`config.mk`:
```
export PLATFORM = sky130hd
export DESIGN_NAME = regfile_write_arbiter
export DESIGN_NICKNAME = d
export VERILOG_FILES = /design/src/rtl/regfile_write_arbiter.sv
export SDC_FILE = /design/constraint.sdc
export NUM_CORES = 1
export LEC_CHECK = 0
export ABC_AREA = 1
export BUFFER_PORTS_ARGS = -buffer_cell sky130_fd_sc_hd__buf_4
export CELL_PAD_IN_SITES_DETAIL_PLACEMENT = 1
export CELL_PAD_IN_SITES_GLOBAL_PLACEMENT = 2
export CORE_MARGIN = 1
export CORE_UTILIZATION = 23
export DETAILED_ROUTE_END_ITERATION = 12
export HOLD_SLACK_MARGIN = 0.1
export PLACE_DENSITY_LB_ADDON = 0.05
export RECOVER_POWER = 100
export SYNTH_ARGS = -nofsm -noshare
export SYNTH_HDL_FRONTEND = slang
export SYNTH_SLANG_ARGS = --single-unit
```
`constraint.sdc`:
```
create_clock -name Clk -period 1.8 [get_ports Clk]
set_clock_uncertainty 0.1 [all_clocks]
set_input_delay 0.27 -clock Clk [delete_from_list [all_inputs] [get_ports Clk]]
set_output_delay 0.27 -clock Clk [all_outputs]
set_load 0.03 [all_outputs]
```
`src/rtl/regfile_write_arbiter.sv`:
```
// Shares the 8x16 register file write port between three requesters with a registered commit stage.
// Define REGARB_ROUND_ROBIN_EN for round-robin arbitration; otherwise fixed priority 0 > 1 > 2.
module regfile_write_arbiter #(
    parameter int NREQ = 3,
    parameter int DW   = 16
) (
    input  logic            Clk,
    input  logic            Reset,
    input  logic            hold,
    input  logic [NREQ-1:0] req_valid,
    input  logic [2:0]      req_dr0,
    input  logic [2:0]      req_dr1,
    input  logic [2:0]      req_dr2,
    input  logic [DW-1:0]   req_data0,
    input  logic [DW-1:0]   req_data1,
    input  logic [DW-1:0]   req_data2,
    output logic [NREQ-1:0] req_ready,
    output logic            wr_en,
    output logic [2:0]      wr_addr,
    output logic [DW-1:0]   wr_data,
    output logic [7:0]      busy_mask,
    output logic [1:0]      last_grant,
    output logic [15:0]     wr_count
);

    logic [NREQ-1:0] grant_p0;
    logic            xfer_p0;
    logic [1:0]      idx_p0;
    logic [2:0]      sel_dr_p0;
    logic [DW-1:0]   sel_data_p0;

    function automatic logic [NREQ-1:0] pick_fixed(input logic [NREQ-1:0] v);
        logic [NREQ-1:0] g;
        g = '0;
        if (v[0])      g = 3'b001;
        else if (v[1]) g = 3'b010;
        else if (v[2]) g = 3'b100;
        return g;
    endfunction

`ifdef REGARB_ROUND_ROBIN_EN
    // Search starts one past the last winner, so the last winner has lowest priority.
    function automatic logic [NREQ-1:0] pick_rr(input logic [NREQ-1:0] v, input logic [1:0] lg);
        logic [NREQ-1:0] g;
        g = '0;
        case (lg)
            2'd0: begin
                if (v[1])      g = 3'b010;
                else if (v[2]) g = 3'b100;
                else if (v[0]) g = 3'b001;
            end
            2'd1: begin
                if (v[2])      g = 3'b100;
                else if (v[0]) g = 3'b001;
                else if (v[1]) g = 3'b010;
            end
            default: g = pick_fixed(v);
        endcase
        return g;
    endfunction
`endif

    // Stage p0: combinational grant and winner select
    always_comb begin
        grant_p0 = '0;
        if (!Reset && !hold) begin
`ifdef REGARB_ROUND_ROBIN_EN
            grant_p0 = pick_rr(req_valid, last_grant);
`else
            grant_p0 = pick_fixed(req_valid);
`endif
        end
    end

    assign req_ready = grant_p0;
    assign xfer_p0   = |grant_p0;

    always_comb begin
        idx_p0      = 2'd0;
        sel_dr_p0   = req_dr0;
        sel_data_p0 = req_data0;
        case (grant_p0)
            3'b010: begin
                idx_p0      = 2'd1;
                sel_dr_p0   = req_dr1;
                sel_data_p0 = req_data1;
            end
            3'b100: begin
                idx_p0      = 2'd2;
                sel_dr_p0   = req_dr2;
                sel_data_p0 = req_data2;
            end
            default: ;
        endcase
    end

    // Stage p1: registered commit toward the register file
    always_ff @(posedge Clk or posedge Reset) begin
        if (Reset) begin
            wr_en      <= 1'b0;
            wr_addr    <= 3'd0;
            wr_data    <= '0;
            last_grant <= 2'd2;
            wr_count   <= 16'd0;
        end else begin
            wr_en <= xfer_p0;
            if (xfer_p0) begin
                wr_addr    <= sel_dr_p0;
                wr_data    <= sel_data_p0;
                last_grant <= idx_p0;
            end
            if (wr_en)
                wr_count <= wr_count + 16'd1;
        end
    end

    always_comb begin
        busy_mask = 8'h00;
        if (wr_en)
            busy_mask[wr_addr] = 1'b1;
    end

endmodule

```
==> results.tsv <==
metric	value	unit
maxSlewViolCount	0	
cp.required	1.43	ns
clk_pin_slew	0.08	ns
r2r_start	wr_count[0]	
drt_iter0_markers	53	
rsz0062_at_grt	false	
ant_nets	0	
crit_start	wr_en	
clock_sinks	38	
seqCellArea	953	sq um
core-area	8890	sq um
clk_latency	0.30	ns
rr_worst_depth	8	
wl_per_cell	13.0	microns
vias	2272	
arrival	1.32	ns
fill_cells	1170	
critPathCaptureType	primary output	
r2r_end	wr_count[14]	
tns	0	ns
cap_violations	0	
hold_path_class	input port to flop	
p_per_area	844	nW/um^2
place_hpwl	5560	microns
cts_inserted_buffers	5	
nets	489	
crit_fanout	5	
placementRows	34	
gp_congestion	0.713	
synth_area	2160	sq um
critPathBufInv	2	
die_area	9770	sq um
ys_types	23	
track_usage	15.1	%
drive_gt1_share	23.7	%
pre_cts_ws	0.154	ns
fin_ws	0.108	ns
ys_seq_area_share	44.1	%
period_minus_slack	1.69	ns
worstMarginPinSlew	0.753	ns
start_util	24.3	%
drc	0	
ys_ff_latch	38	
die_width	98.8	microns
grt_pass1_wl	11500	microns
cp_top_family	flip-flops	
p_leak	0.00155	uW
crit_cells	4	
yosysTopAreaCell	dfrtp_1	
maxSlewHeadroom	49.7	%
cts_tree	yes	
rrSetupSlack	0.27	ns
root_buffer	clkbuf_8	
dieHeight	98.8	microns
antenna_found_initial	0	
synth_area_per_cell	7.12	sq um
layout_commonest_cell	nor2_1	
cts.path.max_buffers	2	
critical_path.cell_chain	inv_1 -> or2_4 -> nor2_1 -> clkbuf_2	
layout_common_cells	nor2_1 (105), buf_4 (70), nand2_1 (67), clkbuf_1 (42), dfrtp_1 (36)	
ios	112	
setup_viol	0	
yosys.area.top_type_share	42.9	%
grt_overflow	0	
multi_input_area	1040	sq um
max_freq	0.591	GHz
port_buffers	111	
n_antenna_cell	0	
cp-start-kind	flop	
worst_path_largest_cell_delay	0.41	ns
slowest_stage	dfrtp_2	
hold_violations	0	
grt_max_degree	23	
syn_to_final_growth	42.8	%
period_share	94.0	%
crit_end	busy_mask[4]	
grt_pass1_vias	2287	
synth_cells	303	
holdWs	0.181	ns
ir_drop	0.287	mV
power	2600	uW
syn_nets	367	
drt_pass1_iterations	4	
wl	6970	microns
viasPerCell	4.25	
yosys_warnings	0	
h-tree-depth	2	
crit_type	flop to primary output	
netlist_top_cells_area	dfrtp_1 (43%), nor2_1 (18%), nand2_1 (12%), nand3_1 (5.8%), inv_1 (4.2%)	
status	finished, final reports clean	
power by group:
group	total [uW]	internal, uW	switching, uW	leakage, uW
sequential	1120	992	123	0.000465
combinational	852	274	578	0.00104
clock	632	308	323	0.0000472
total	2600	1570	1020	0.00155
synth_stat cells:
master / instances
o21ai_1: 1
dfstp_2: 1
inv_1: 24
nor2_2: 2
xnor2_1: 3
nor2_1: 106
buf_2: 2
or2_2: 1
nand4_1: 7
ha_1: 1
nand2_4: 2
nand2_1: 67
nand3_4: 1
nor2_4: 1
dfrtp_1: 37
nor3_1: 2
nand3b_1: 1
inv_2: 3
a21oi_1: 1
xor2_1: 8
nand3_1: 25
buf_6: 5
nand2_2: 2
layer usage:
metal / wire length, microns / share of wire [%] / GRT usage [%]
met3: 493 / 7.1 / 4.47
met2: 3210 / 46 / 25.3
met4: 72 / 1.0 / 3.79
met5: 0 / 0 / 0
met1: 3190 / 46 / 18.9
worst register-to-register path: cells and delay by family (launching register included):
family	cells	cell delay, ns
and+or+nand+nor	6	0.61
DFF	1	0.42
adders and majority gates	1	0.21
buffers and inverters	1	0.08
sequential cells by signal (all words and copies together), names as in the netlist:
name and cells:
wr_count 16, wr_addr 3, wr_en 1, wr_data 16
last_grant 2
how the worst min path moves through the flow:
| stage | from | endpoint | cells past startpoint |
|---|---|---|---|
| 6_report | req_data2[11] | wr_data[11] | 5 |
| 5_1_grt | req_data2[1] | wr_data[1] | 5 |
| 4_1_cts | req_data2[1] | wr_data[1] | 5 |
| 3_5_place_dp | Reset | wr_addr[2] | 2 |
| 3_3_place_gp | Reset | wr_addr[2] | 2 |
| 2_1_floorplan | Reset | last_grant[0] | 1 |
repair_timing:
| action | 4_1_cts | 5_1_grt |
|---|---|---|
| hold buffers | 1 | 0 |
| setup endpoints to repair | 4 | 4 |
| gates cloned | 0 | 0 |
| hold endpoints to repair | 15 | 0 |
| buffers inserted | 0 | 2 |
| resized for setup | 1 | 2 |
layout make-up:
type | instances | share of cell area (%)
Clock inverter | 2 | 0.406
Timing Repair Buffer | 122 | 24.5
Inverter | 27 | 3.29
Clock buffer | 6 | 2.68
Multi-Input combinational cell | 231 | 33.8
Tap cell | 108 | 4.39
Sequential cell | 38 | 31.0
per-stage QoR:
stage / utilization, % / std cells / cell area (sq um)
final: 34.6 / 534 / 3080
after global routing: 34.6 / 534 / 3080
after CTS: 36.4 / 532 / 3240
after detailed placement: 35.2 / 523 / 3130
after global placement: 35.2 / 523 / 3130
after floorplan: - / 303 / 2160
cells by family after synthesis:
kind of cell,share of synthesized area [%]
simple gates,42.6
flops,44.1
buf+inv,7.77
xor+xnor,4.47
compound gates,0.464
fa+ha+maj,0.580
Power figures use the tool's default switching activity.
